===== src/rtl/ifid_latch_if.sv =====
// ifid_latch_if: fetch-side inputs, hazard controls and decode-side outputs of the IF/ID latch
interface ifid_latch_if;
  logic [15:0] IF_Instr;
  logic [15:0] IF_PC_Next;
  logic        IF_Valid;
  logic        IF_err;
  logic        stall;
  logic        flush;
  logic [15:0] IFID_Instr;
  logic [15:0] IFID_PC_Next;
  logic        IFID_err;
  logic        IFID_NOP;
  logic        IFID_Halt;
  logic        PC_Hold;
  modport master (
    output IF_Instr, IF_PC_Next, IF_Valid, IF_err, stall, flush,
    input  IFID_Instr, IFID_PC_Next, IFID_err, IFID_NOP, IFID_Halt, PC_Hold
  );
  modport slave (
    input  IF_Instr, IF_PC_Next, IF_Valid, IF_err, stall, flush,
    output IFID_Instr, IFID_PC_Next, IFID_err, IFID_NOP, IFID_Halt, PC_Hold
  );
endinterface


===== src/rtl/ifid_latch.sv =====
// ifid_latch: IF/ID pipeline register with one-entry skid buffer and sticky halt
module ifid_latch (
  input logic          clk,
  input logic          rst,
  ifid_latch_if.slave  bus
);
  typedef enum logic [1:0] {RUN, SKID, HALTED} state_t;
  localparam logic [15:0] BUBBLE = 16'h0800;
  state_t      state_q, state_d;
  logic [15:0] instr_q, instr_d, pc_q, pc_d, sk_instr_q, sk_instr_d, sk_pc_q, sk_pc_d;
  logic        err_q, err_d, nop_q, nop_d, sk_err_q, sk_err_d, load;
  always_comb begin
    state_d    = state_q;
    instr_d    = instr_q;
    pc_d       = pc_q;
    err_d      = err_q;
    nop_d      = nop_q;
    sk_instr_d = sk_instr_q;
    sk_pc_d    = sk_pc_q;
    sk_err_d   = sk_err_q;
    load       = 1'b0;
    if (bus.flush) begin
      state_d    = RUN;
      instr_d    = BUBBLE;
      pc_d       = 16'h0000;
      err_d      = 1'b0;
      nop_d      = 1'b1;
      sk_instr_d = 16'h0000;
      sk_pc_d    = 16'h0000;
      sk_err_d   = 1'b0;
    end else if (bus.stall) begin
      if (state_q == RUN && bus.IF_Valid) begin
        sk_instr_d = bus.IF_Instr;
        sk_pc_d    = bus.IF_PC_Next;
        sk_err_d   = bus.IF_err;
        state_d    = SKID;
      end
    end else begin
      // skid drains ahead of IF; a halted core only ever emits bubbles
      load    = state_q == SKID || (state_q == RUN && bus.IF_Valid);
      instr_d = !load ? BUBBLE : state_q == SKID ? sk_instr_q : bus.IF_Instr;
      pc_d    = !load ? 16'h0000 : state_q == SKID ? sk_pc_q : bus.IF_PC_Next;
      err_d   = load && (state_q == SKID ? sk_err_q : bus.IF_err);
      nop_d   = !load;
      state_d = (load && instr_d[15:11] == 5'b00000) || state_q == HALTED ? HALTED : RUN;
    end
  end
  always_ff @(posedge clk) begin
    if (!rst) begin
      state_q    <= RUN;
      instr_q    <= BUBBLE;
      pc_q       <= 16'h0000;
      err_q      <= 1'b0;
      nop_q      <= 1'b1;
      sk_instr_q <= 16'h0000;
      sk_pc_q    <= 16'h0000;
      sk_err_q   <= 1'b0;
    end else begin
      state_q    <= state_d;
      instr_q    <= instr_d;
      pc_q       <= pc_d;
      err_q      <= err_d;
      nop_q      <= nop_d;
      sk_instr_q <= sk_instr_d;
      sk_pc_q    <= sk_pc_d;
      sk_err_q   <= sk_err_d;
    end
  end
  assign bus.IFID_Instr   = instr_q;
  assign bus.IFID_PC_Next = pc_q;
  assign bus.IFID_err     = err_q;
  assign bus.IFID_NOP     = nop_q;
  assign bus.IFID_Halt    = !nop_q && instr_q[15:11] == 5'b00000;
  assign bus.PC_Hold      = state_q != RUN;
endmodule

===== src/flat_wrapper.sv =====
// flat-port wrapper written by rule: the top's interface ports become plain ports
module ifid_latch_flat 
  (clk, rst, bus_IF_Instr, bus_IF_PC_Next, bus_IF_Valid, bus_IF_err, bus_stall, bus_flush, bus_IFID_Instr, bus_IFID_PC_Next, bus_IFID_err, bus_IFID_NOP, bus_IFID_Halt, bus_PC_Hold);
  ifid_latch_if bus_i ();
  input logic clk;
  input logic rst;
  input wire logic [$bits(bus_i.IF_Instr)-1:0] bus_IF_Instr;
  input wire logic [$bits(bus_i.IF_PC_Next)-1:0] bus_IF_PC_Next;
  input wire logic [$bits(bus_i.IF_Valid)-1:0] bus_IF_Valid;
  input wire logic [$bits(bus_i.IF_err)-1:0] bus_IF_err;
  input wire logic [$bits(bus_i.stall)-1:0] bus_stall;
  input wire logic [$bits(bus_i.flush)-1:0] bus_flush;
  output wire logic [$bits(bus_i.IFID_Instr)-1:0] bus_IFID_Instr;
  output wire logic [$bits(bus_i.IFID_PC_Next)-1:0] bus_IFID_PC_Next;
  output wire logic [$bits(bus_i.IFID_err)-1:0] bus_IFID_err;
  output wire logic [$bits(bus_i.IFID_NOP)-1:0] bus_IFID_NOP;
  output wire logic [$bits(bus_i.IFID_Halt)-1:0] bus_IFID_Halt;
  output wire logic [$bits(bus_i.PC_Hold)-1:0] bus_PC_Hold;
  assign bus_i.IF_Instr = bus_IF_Instr;
  assign bus_i.IF_PC_Next = bus_IF_PC_Next;
  assign bus_i.IF_Valid = bus_IF_Valid;
  assign bus_i.IF_err = bus_IF_err;
  assign bus_i.stall = bus_stall;
  assign bus_i.flush = bus_flush;
  assign bus_IFID_Instr = bus_i.IFID_Instr;
  assign bus_IFID_PC_Next = bus_i.IFID_PC_Next;
  assign bus_IFID_err = bus_i.IFID_err;
  assign bus_IFID_NOP = bus_i.IFID_NOP;
  assign bus_IFID_Halt = bus_i.IFID_Halt;
  assign bus_PC_Hold = bus_i.PC_Hold;
  ifid_latch u_core (.clk(clk), .rst(rst), .bus(bus_i));
endmodule

===== config.mk =====
export PLATFORM = sky130hd
export DESIGN_NAME = ifid_latch_flat
export DESIGN_NICKNAME = d
export VERILOG_FILES = /design/src/rtl/ifid_latch_if.sv /design/src/rtl/ifid_latch.sv /design/src/flat_wrapper.sv
export SDC_FILE = /design/constraint.sdc
export NUM_CORES = 1
export LEC_CHECK = 0
export BUFFER_PORTS_ARGS = -buffer_cell sky130_fd_sc_hd__buf_2
export CORE_UTILIZATION = 40
export CTS_CLUSTER_SIZE = 25
export DETAILED_ROUTE_END_ITERATION = 10
export GPL_TIMING_DRIVEN = 0
export PLACE_DENSITY = 0.64
export SYNTH_ARGS = -nofsm -noshare
export SYNTH_HDL_FRONTEND = slang
export SYNTH_SLANG_ARGS = --single-unit
export TNS_END_PERCENT = 100

===== constraint.sdc =====
create_clock -name clk -period 1.7 [get_ports clk]
set_clock_uncertainty 0.05 [all_clocks]
set_input_delay 0.34 -clock clk [delete_from_list [all_inputs] [get_ports clk]]
set_output_delay 0.34 -clock clk [all_outputs]
set_load 0.1 [all_outputs]

==> results of run 1 <==
## per-layer routing
metal / share of wire [%] / wire [um]
met1: 49 / 3110
met2: 44 / 2790
met3: 4.9 / 306
met4: 1.2 / 78
met5: 0 / 0
## per-stage QoR
step                      util [%]  setup slack [ps]  hold slack [ps]  power [mW]  setup TNS (ps)
after CTS                     53.6              -284              191        3.72            -284
final                         53.7              -261              196        3.70            -261
after floorplan                  -              -499              386        2.00            -499
after global routing          53.7              -303              194        3.84            -303
after global placement        49.5              -144              390        2.11           -3890
after detailed placement      49.5              -175              392        2.11           -4650
## synthesized netlist by cell type (2+ instances only)
cell type,number,area (um2)
buf_4,3,22.5
buf_2,6,30.0
nor4_1,3,18.8
or2_2,2,12.5
a21oi_1,35,175
mux2i_1,33,330
nand2b_1,2,12.5
inv_1,2,7.51
buf_8,3,45.0
clkbuf_1,10,37.5
nor2_1,3,11.3
o2bb2ai_1,32,280
dfxtp_1,69,1380
nand2_1,66,248
## power by group
group | switching [mW] | total [mW] | internal (mW) | leakage (nW)
sequential | 0.0204 | 1.67 | 1.65 | 0.561
combinational | 0.289 | 0.410 | 0.122 | 0.928
clock | 0.602 | 1.62 | 1.01 | 0.121
total | 0.911 | 3.70 | 2.78 | 1.61
## worst paths after layout
kind	start	endpoint	slack [ps]	cells after the start
hold reg to reg	u_core.sk_instr_q[5]$_SDFFE_PP0P_	u_core.sk_instr_q[5]$_SDFFE_PP0P_	400	2
setup / recovery	u_core.bus.IFID_Instr[11]$_SDFFE_PP1N_	bus_IFID_Halt	-260	3
setup reg to reg	u_core.state_q[1]$_SDFFE_PP0P_	u_core.sk_pc_q[14]$_SDFFE_PP0P_	180	5
hold / removal	bus_IF_PC_Next[9]	u_core.sk_pc_q[9]$_SDFFE_PP0P_	200	3
## sequential cells by signal (all words and copies together), names as in the netlist
signal	cells
u_core.state_q	2
u_core.bus.IFID_err	1
u_core.sk_instr_q	16
u_core.sk_pc_q	16
u_core.bus.IFID_NOP	1
u_core.bus.IFID_Instr	16
u_core.bus.IFID_PC_Next	16
u_core.sk_err_q	1
## critical path, delay by kind of cell, from the launching register on
kind / cells / cell delay, ps
buf+inv: 1 / 200
flops: 1 / 340
simple gates: 2 / 700
## repair_timing
item,CTS,global route
buffers inserted,1,0
endpoints found under the setup margin,2,3
resized for setup,5,3
pin swaps,2,0
## cell families (layout without fill, tap and decap cells)
| family | after synthesis | after routing | synth area share (%) |
|---|---|---|---|
| buf+inv | 25 | 115 | 5.68 |
| mux | 34 | 34 | 12.6 |
| compound gates | 70 | 70 | 17.8 |
| flops | 69 | 69 | 51.0 |
| simple gates | 81 | 81 | 12.9 |
## final cells by class
type                            count  area [um2]  area share, %
Inverter                            2        7.51          0.216
Buffer                             23         148           4.26
Sequential cell                    69        1390           40.2
Tap cell                           77        96.3           2.78
Clock inverter                      4        95.1           2.74
Multi-Input combinational cell    185        1190           34.3
Clock buffer                       12         145           4.18
Timing Repair Buffer               74         394           11.4
==> run_results.csv, run 1 <==
group,metric,value,unit
sta,slew-limit-headroom,62.0,%
placed_design,placed_cell_area,0.00320,mm2
clocking,cts_made_buffers,9,
clocking,clk_pin_slew,70,ps
pwr,power.density,1070,mW/mm2
setup_path,endpoint_kind,"output port",
grt,grtUsageMet1,25.1,%
synth,synth-seq-area-share,51.0,%
placed_design,final_weighted_congestion_of_routability_driven_global_placement,0.722,
setup_path,start_kind,"flop",
placed_design,place_inst,429,
setup_path,crit_arrival,1570,ps
layout,n_antenna_cell,0,
grt,grt_start_max_net_pins,12,
grt,grt_use_total,18.8,%
synth,synth_area_per_cell,9.71,um2
layout,leading_cell_types_in_the_layout_fill_and_taps_excluded,"buf_2 (77), nand2_1 (66), dfxtp_1 (65)",
sta,maximum_clock_frequency,510,MHz
floorplan,starting_density_of_the_core,41.9,%
clocking,cts_tree,"done",
setup_path,crit_type,"flop to output port",
pwr,vdd_ir_drop_max,0.495,mV
clocking,cts.sinks,69,
floorplan,num_io_pins,74,
status,status,"finished, violations left",
setup_path,worstPathMaxFanout,2,
detailed_routing,via_count_of_the_routed_design,2259,
grt,use_met3,4.42,%
grt,number_of_global_route_vias_before_repair,2171,
synth,synthArstFlopShare,0,%
clocking,latest_clock_arrival_within_the_worst_skew_pair,340,ps
detailed_routing,drtIter0Drc,126,
synth,synthFlopType,"dfxtp_1",
grt,global_route_wire_length_before_repair,10.5,mm
floorplan,placement_rows,29,
clocking,clock_path_buffers,2,
clocking,root_buffer,"clkbuf_8",
setup_path,worst_path_max_delay_cell,"or4_4",
detailed_routing,drc,10,
layout,area_delta_synth_final,28.0,%
sta,worst_slew_pin_slew,570,ps
status,failed_checks,"design-rule violations, negative setup slack",
layout,drive_above_1_share,30.6,%
setup_path,worstPathRequired,1310,ps
sta,final_hold_viols,0,
sta,postLayoutSetupSlackWorst,-261,ps
detailed_routing,ant_nets,0,
detailed_routing,drt_pre_antenna_iters,7,
floorplan,die_w,84.3,um
synth,synthesis.nets,317,
sta,grt_setup_unrepaired,"true",
pwr,static-leakage-power,1.61,nW
floorplan,design.core.area,0.00646,mm2
grt,overflow_left_after_global_routing,0,
job,max_cap_violations,0,
synth,synth-seq-cells,69,
layout,most_common_cell_after_layout_fill_and_taps_aside,"buf_2",
detailed_routing,post_drt_via_cell_ratio,5.07,
sta,report.final.slew_viol_count,0,
floorplan,chipHeight,84.3,um
detailed_routing,route.final.wire_length,6.28,mm
grt,groute.layer.met2.usage,29.5,%
synth,synth_area,0.00271,mm2
synth,cell_count_after_synthesis,279,
sta,post-route-min-period,1960,ps
placed_design,dp.final_hpwl,4.30,mm
setup_path,cp_cell_sequence,"or4_4 > nor3_4 > buf_12",
synth,synth-edff-count,0,
layout,final_net_count,402,
grt,busiest_layer,"met2",
min_path,worst_hold_path_type,"primary input to flop",
sta,finalCritPeriodShare,115,%
synth,yosysUniqueCellTypes,24,
layout,finalInstanceArea,0.00347,mm2
synth,yosys_warnings,0,
clocking,cts-hold-fix-buffers,0,
floorplan,dieArea,0.00710,mm2
sta,setup_viol_count_final,1,
clocking,ctsHtreeMaxLevel,3,
setup_path,worst_path_largest_cell_delay,540,ps
layout,post_layout_nonfiller_instances,446,
placed_design,io_buffer_count,73,
layout,fillCellCount,619,
detailed_routing,post_drt_wl_per_cell,14.1,um
grt,antenna_found_initial,0,
Power figures use the tool's default switching activity.
==> run 2, diff against run 1 <==
- PLACE_DENSITY: 0.64 -> 0.66
- clock period: 1.7 -> 1.8 ns (I/O delays scaled with it)
==> run 2 against run 1 <==
Net effect:
- largest cell class unchanged
- count of clock-buffer cells in the layout unchanged
- sequential power fell by 5%
- the run still ends with design-rule violations, negative setup slack left
- non-clock buffer count up 1
- register-to-register slack improved by 60 ps
- via count rose by 1.1%
- design area is 0.36% lower
==> run_results.csv, run 2 (same netlist as run 1, synthesis figures left out) <==
group,metric,value,unit
placed_design,final_weighted_congestion_of_routability_driven_global_placement,0.735,
setup_path,start_kind,"flop",
detailed_routing,ant_nets,0,
floorplan,chipHeight,84.3,um
pwr,part_of_the_total_power_dissipated_in_the_clock_network,42.2,%
setup_path,worstPathRequired,1390,ps
sta,slew-limit-headroom,65.8,%
grt,overflow_left_after_global_routing,0,
detailed_routing,drc,8,
setup_path,crit_arrival,1570,ps
floorplan,num_io_pins,74,
detailed_routing,drtIter0Drc,75,
clocking,clock_path_buffers,2,
layout,leading_cell_types_in_the_layout_fill_and_taps_excluded,"buf_2 (77), nand2_1 (66), dfxtp_1 (65)",
detailed_routing,drt_pre_antenna_iters,7,
floorplan,design.core.area,0.00646,mm2
layout,fillCellCount,621,
detailed_routing,post_drt_via_cell_ratio,5.11,
pwr,vdd_ir_drop_max,0.483,mV
sta,grt_setup_unrepaired,"true",
clocking,root_buffer,"clkbuf_8",
layout,final_net_count,403,
sta,setup_viol_count_final,1,
grt,grt_start_max_net_pins,12,
clocking,cts.sinks,69,
setup_path,endpoint_kind,"output port",
sta,finalCritPeriodShare,110,%
pwr,share_comb_of_total_power,11.4,%
placed_design,io_buffer_count,73,
layout,n_antenna_cell,0,
layout,most_common_cell_after_layout_fill_and_taps_aside,"buf_2",
floorplan,dieArea,0.00710,mm2
sta,postLayoutSetupSlackWorst,-180,ps
grt,grt_use_total,19.2,%
sta,report.final.slew_viol_count,0,
layout,drive_above_1_share,30.8,%
status,failed_checks,"design-rule violations, negative setup slack",
pwr,power.density,982,mW/mm2
placed_design,dp.final_hpwl,4.31,mm
sta,post-route-min-period,1980,ps
detailed_routing,post_drt_wl_per_cell,14.0,um
pwr,swShare,25.6,%
status,status,"finished, violations left",
setup_path,crit_type,"flop to output port",
sta,timing.hold.ws,202,ps
clocking,cts_tree,"done",
clocking,cts_made_buffers,9,
sta,maximum_clock_frequency,505,MHz
pwr,static-leakage-power,1.61,nW
sta,worst_slew_pin_slew,513,ps
setup_path,worstPathMaxFanout,2,
pwr,pwr-share-seq,46.4,%
job,max_cap_violations,0,
floorplan,placement_rows,29,
detailed_routing,route.final.wire_length,6.25,mm
clocking,latest_clock_arrival_within_the_worst_skew_pair,340,ps
grt,antenna_found_initial,0,
pwr,p_switching,0.870,mW
detailed_routing,via_count_of_the_routed_design,2283,
sta,totalNegativeSetupSlack,-180,ps
clocking,ctsHtreeMaxLevel,3,
pwr,cell_internal_pwr,2.52,mW
min_path,worst_hold_path_type,"primary input to flop",
layout,area_delta_synth_final,27.6,%
clocking,clk_pin_slew,70,ps
sta,final_hold_viols,0,
grt,number_of_global_route_vias_before_repair,2243,
floorplan,die_w,84.3,um
grt,global_route_wire_length_before_repair,10.6,mm
floorplan,starting_density_of_the_core,41.9,%
-- run 2: per-layer routing --
layer / global-route usage (%) / routed length (um) / up-vias
met1: 24.9 / 2980 / 1062
met2: 29.9 / 2860 / 59
li1: - / - / 1154
met4: 7.99 / 80 / 0
met3: 5.51 / 330 / 8
met5: 0 / 0 / -
-- run 2: repair_timing --
action	in CTS	in global routing
endpoints found under the setup margin	1	2
gates resized for setup	4	1
hold buffers	0	0
pin swaps	2	0
buffers inserted	2	0
-- run 2: worst paths after layout --
kind | startpoint | to | slack [ps] | cells past startpoint
hold / removal | bus_IF_Instr[10] | u_core.sk_instr_q[10]$_SDFFE_PP0P_ | 200 | 3
setup reg to reg | u_core.state_q[1]$_SDFFE_PP0P_ | u_core.sk_pc_q[11]$_SDFFE_PP0P_ | 240 | 5
setup / recovery | u_core.bus.IFID_Instr[12]$_SDFFE_PP0N_ | bus_IFID_Halt | -180 | 3
hold reg to reg | u_core.sk_instr_q[2]$_SDFFE_PP0P_ | u_core.sk_instr_q[2]$_SDFFE_PP0P_ | 410 | 2
-- run 2: area by class of cell --
type / count / area [um2] / area share [%]
Multi-Input combinational cell: 185 / 1190 / 34.4
Tap cell: 77 / 96.3 / 2.79
Inverter: 2 / 7.51 / 0.217
Sequential cell: 69 / 1390 / 40.3
Timing Repair Buffer: 75 / 398 / 11.5
Buffer: 23 / 146 / 4.24
Clock inverter: 4 / 70.1 / 2.03
Clock buffer: 12 / 155 / 4.49
-- run 2: power groups by stage --
stage / clock network [mW] / registers (mW) / logic (mW)
after floorplan: 0 / 1.73 / 0.152
after global placement: 0 / 1.61 / 0.382
after detailed placement: 0 / 1.61 / 0.385
after CTS: 1.45 / 1.58 / 0.389
after global routing: 1.52 / 1.58 / 0.418
final: 1.43 / 1.58 / 0.386
-- run 2: critical path: stages (launching register included) --
cell and delay (ps):
dfxtp_4 350, or4_4 520, nor3_4 160, buf_12 200
-- run 2: stage by stage --
| stage | total power [mW] | setup WS, ps | instances | utilization [%] | area, um2 |
|---|---|---|---|---|---|
| 4_1_cts | 3.41 | -191 | 447 | 53.5 | 3450 |
| 3_5_place_dp | 2.00 | -90.5 | 429 | 49.5 | 3200 |
| 2_1_floorplan | 1.88 | -419 | 279 | - | 2740 |
| 5_1_grt | 3.51 | -229 | 447 | 53.5 | 3460 |
| 6_report | 3.39 | -180 | 447 | 53.5 | 3460 |
| 3_3_place_gp | 1.99 | -68.3 | 429 | 49.5 | 3200 |
==> run 3, diff against run 2 <==
- PLACE_DENSITY: 0.66 -> 0.76
==> run 3 against run 2 <==
Net effect:
- sequential cell count unchanged
- routed wire length is 0.53% lower
- the run still ends with design-rule violations, negative setup slack left
- critical path depth is the same
- first-iteration DRC count shrank 2.7%
- die area is the same
- largest power group unchanged
- non-clock buffer count decreased by 1
- global-route usage down 0.65 points
- count of clock-buffer cells in the layout is the same
==> run_results.csv, run 3 (same netlist as run 1, synthesis figures left out) <==
group,metric,value,unit
floorplan,starting_density_of_the_core,41.9,%
detailed_routing,drtIter0Drc,73,
layout,fillCellCount,609,
layout,n_antenna_cell,0,
layout,fin_util,52.7,%
setup_path,start_kind,"flop",
placed_design,dp.final_hpwl,4.43,mm
pwr,vdd_ir_drop_max,0.531,mV
placed_design,place_inst,429,
pwr,share_comb_of_total_power,12.5,%
min_path,worst_hold_path_type,"primary input to flop",
sta,totalNegativeSetupSlack,-217,ps
floorplan,chipHeight,84.3,um
pwr,cell_internal_pwr,2.24,mW
sta,setup_viol_count_final,1,
grt,antenna_found_initial,0,
pwr,p_switching,0.847,mW
sta,final_hold_viols,0,
layout,leading_cell_types_in_the_layout_fill_and_taps_excluded,"buf_2 (77), nand2_1 (66), dfxtp_1 (65)",
detailed_routing,drt_pre_antenna_iters,7,
floorplan,dieArea,0.00710,mm2
setup_path,crit_type,"flop to output port",
setup_path,worstPathMaxFanout,2,
layout,seqCellArea,0.00139,mm2
sta,postLayoutSetupSlackWorst,-217,ps
job,max_cap_violations,0,
clocking,cts_made_buffers,9,
sta,grt_setup_unrepaired,"true",
layout,most_common_cell_after_layout_fill_and_taps_aside,"buf_2",
grt,grt_use_total,18.5,%
placed_design,place_ws,-63.7,ps
detailed_routing,via_count_of_the_routed_design,2281,
setup_path,worst_path_largest_cell_delay,540,ps
placed_design,placed_cell_area,0.00320,mm2
floorplan,num_io_pins,74,
grt,number_of_global_route_vias_before_repair,2194,
placed_design,io_buffer_count,73,
setup_path,endpoint_kind,"output port",
clocking,clk_pin_slew,70,ps
sta,maximum_clock_frequency,496,MHz
setup_path,crit_arrival,1610,ps
floorplan,design.core.area,0.00646,mm2
detailed_routing,ant_nets,0,
clocking,root_buffer,"clkbuf_8",
clocking,clock_path_buffers,2,
sta,report.final.slew_viol_count,0,
clocking,cts-hold-fix-buffers,0,
pwr,part_of_the_total_power_dissipated_in_the_clock_network,36.4,%
layout,drive_above_1_share,30.6,%
floorplan,placement_rows,29,
detailed_routing,drc,9,
pwr,swShare,27.4,%
sta,slew-limit-headroom,63.5,%
detailed_routing,post_drt_wl_per_cell,13.9,um
layout,area_delta_synth_final,25.5,%
detailed_routing,route.final.wire_length,6.22,mm
floorplan,die_w,84.3,um
pwr,total_power,3.09,mW
grt,overflow_left_after_global_routing,0,
setup_path,worstPathRequired,1390,ps
layout,final_net_count,402,
sta,timing.hold.ws,208,ps
pwr,pwr-share-seq,51.1,%
grt,global_route_wire_length_before_repair,10.2,mm
sta,worst_slew_pin_slew,548,ps
clocking,ctsHtreeMaxLevel,3,
clocking,cts_tree,"done",
layout,finalInstanceArea,0.00340,mm2
pwr,static-leakage-power,1.58,nW
grt,grt_start_max_net_pins,12,
placed_design,final_weighted_congestion_of_routability_driven_global_placement,0.754,
sta,post-route-min-period,2020,ps
sta,finalCritPeriodShare,112,%
setup_path,worst_path_max_delay_cell,"or4_4",
layout,multi_input_area,0.00119,mm2
clocking,cts.sinks,69,
status,status,"finished, violations left",
clocking,latest_clock_arrival_within_the_worst_skew_pair,340,ps
status,failed_checks,"design-rule violations, negative setup slack",
setup_path,cp_cell_sequence,"or4_4 > nor3_4 > buf_12",
detailed_routing,post_drt_via_cell_ratio,5.11,
pwr,power.density,908,mW/mm2
layout,post_layout_nonfiller_instances,446,
==> run 3: changes by cell type in the layout (fill, tap and decap cells not counted) <==
cell        previous run  this run
clkinv_2               2         3
buf_4                  5         4
clkinvlp_4             0         1
bufinv_16              2         0
==> run 3: repair_timing <==
action,4_1_cts,5_1_grt
setup endpoints to repair,1,2
pin swaps,2,0
gates resized for setup,4,1
buffers inserted,1,0
==> run 3: area by class of cell <==
class / instances / area share (%)
flip-flops and latches: 69 / 41.0
multi-input cells: 185 / 35.0
repair buffers: 74 / 11.5
clock buffers: 12 / 4.56
plain buffers: 23 / 4.30
well taps: 77 / 2.83
clock inverters: 4 / 0.662
inverters: 2 / 0.221
==> run 3: worst paths after layout <==
kind,start,endpoint,slack (ps),depth (start not counted)
min,bus_IF_Instr[10],u_core.sk_instr_q[10]$_SDFFE_PP0P_,210,3
min reg2reg,u_core.sk_pc_q[4]$_SDFFE_PP0P_,u_core.sk_pc_q[4]$_SDFFE_PP0P_,400,2
max reg2reg,u_core.state_q[1]$_SDFFE_PP0P_,u_core.sk_pc_q[9]$_SDFFE_PP0P_,280,5
max,u_core.bus.IFID_Instr[11]$_SDFFE_PP1N_,bus_IFID_Halt,-220,3
==> run 3: power groups by stage <==
stage | Combinational (mW) | Clock [mW] | Sequential [mW]
global placement | 0.380 | 0 | 1.61
finish | 0.384 | 1.12 | 1.58
detailed placement | 0.385 | 0 | 1.61
floorplan | 0.152 | 0 | 1.73
global route | 0.413 | 1.23 | 1.58
CTS | 0.387 | 1.15 | 1.58
==> run 3: critical path, delay by kind of cell, from the launching register on <==
kind / cells / cell delay (ps)
buf+inv: 1 / 200
flops: 1 / 350
simple gates: 2 / 710
==> run 3: layer usage <==
layer | GRT usage, % | vias up | wire [um]
li1 | - | 1156 | -
met1 | 22.9 | 1057 | 2840
met2 | 30.3 | 57 | 2890
met3 | 5.41 | 11 | 380
met4 | 7.68 | 0 | 103
met5 | 0 | - | 0
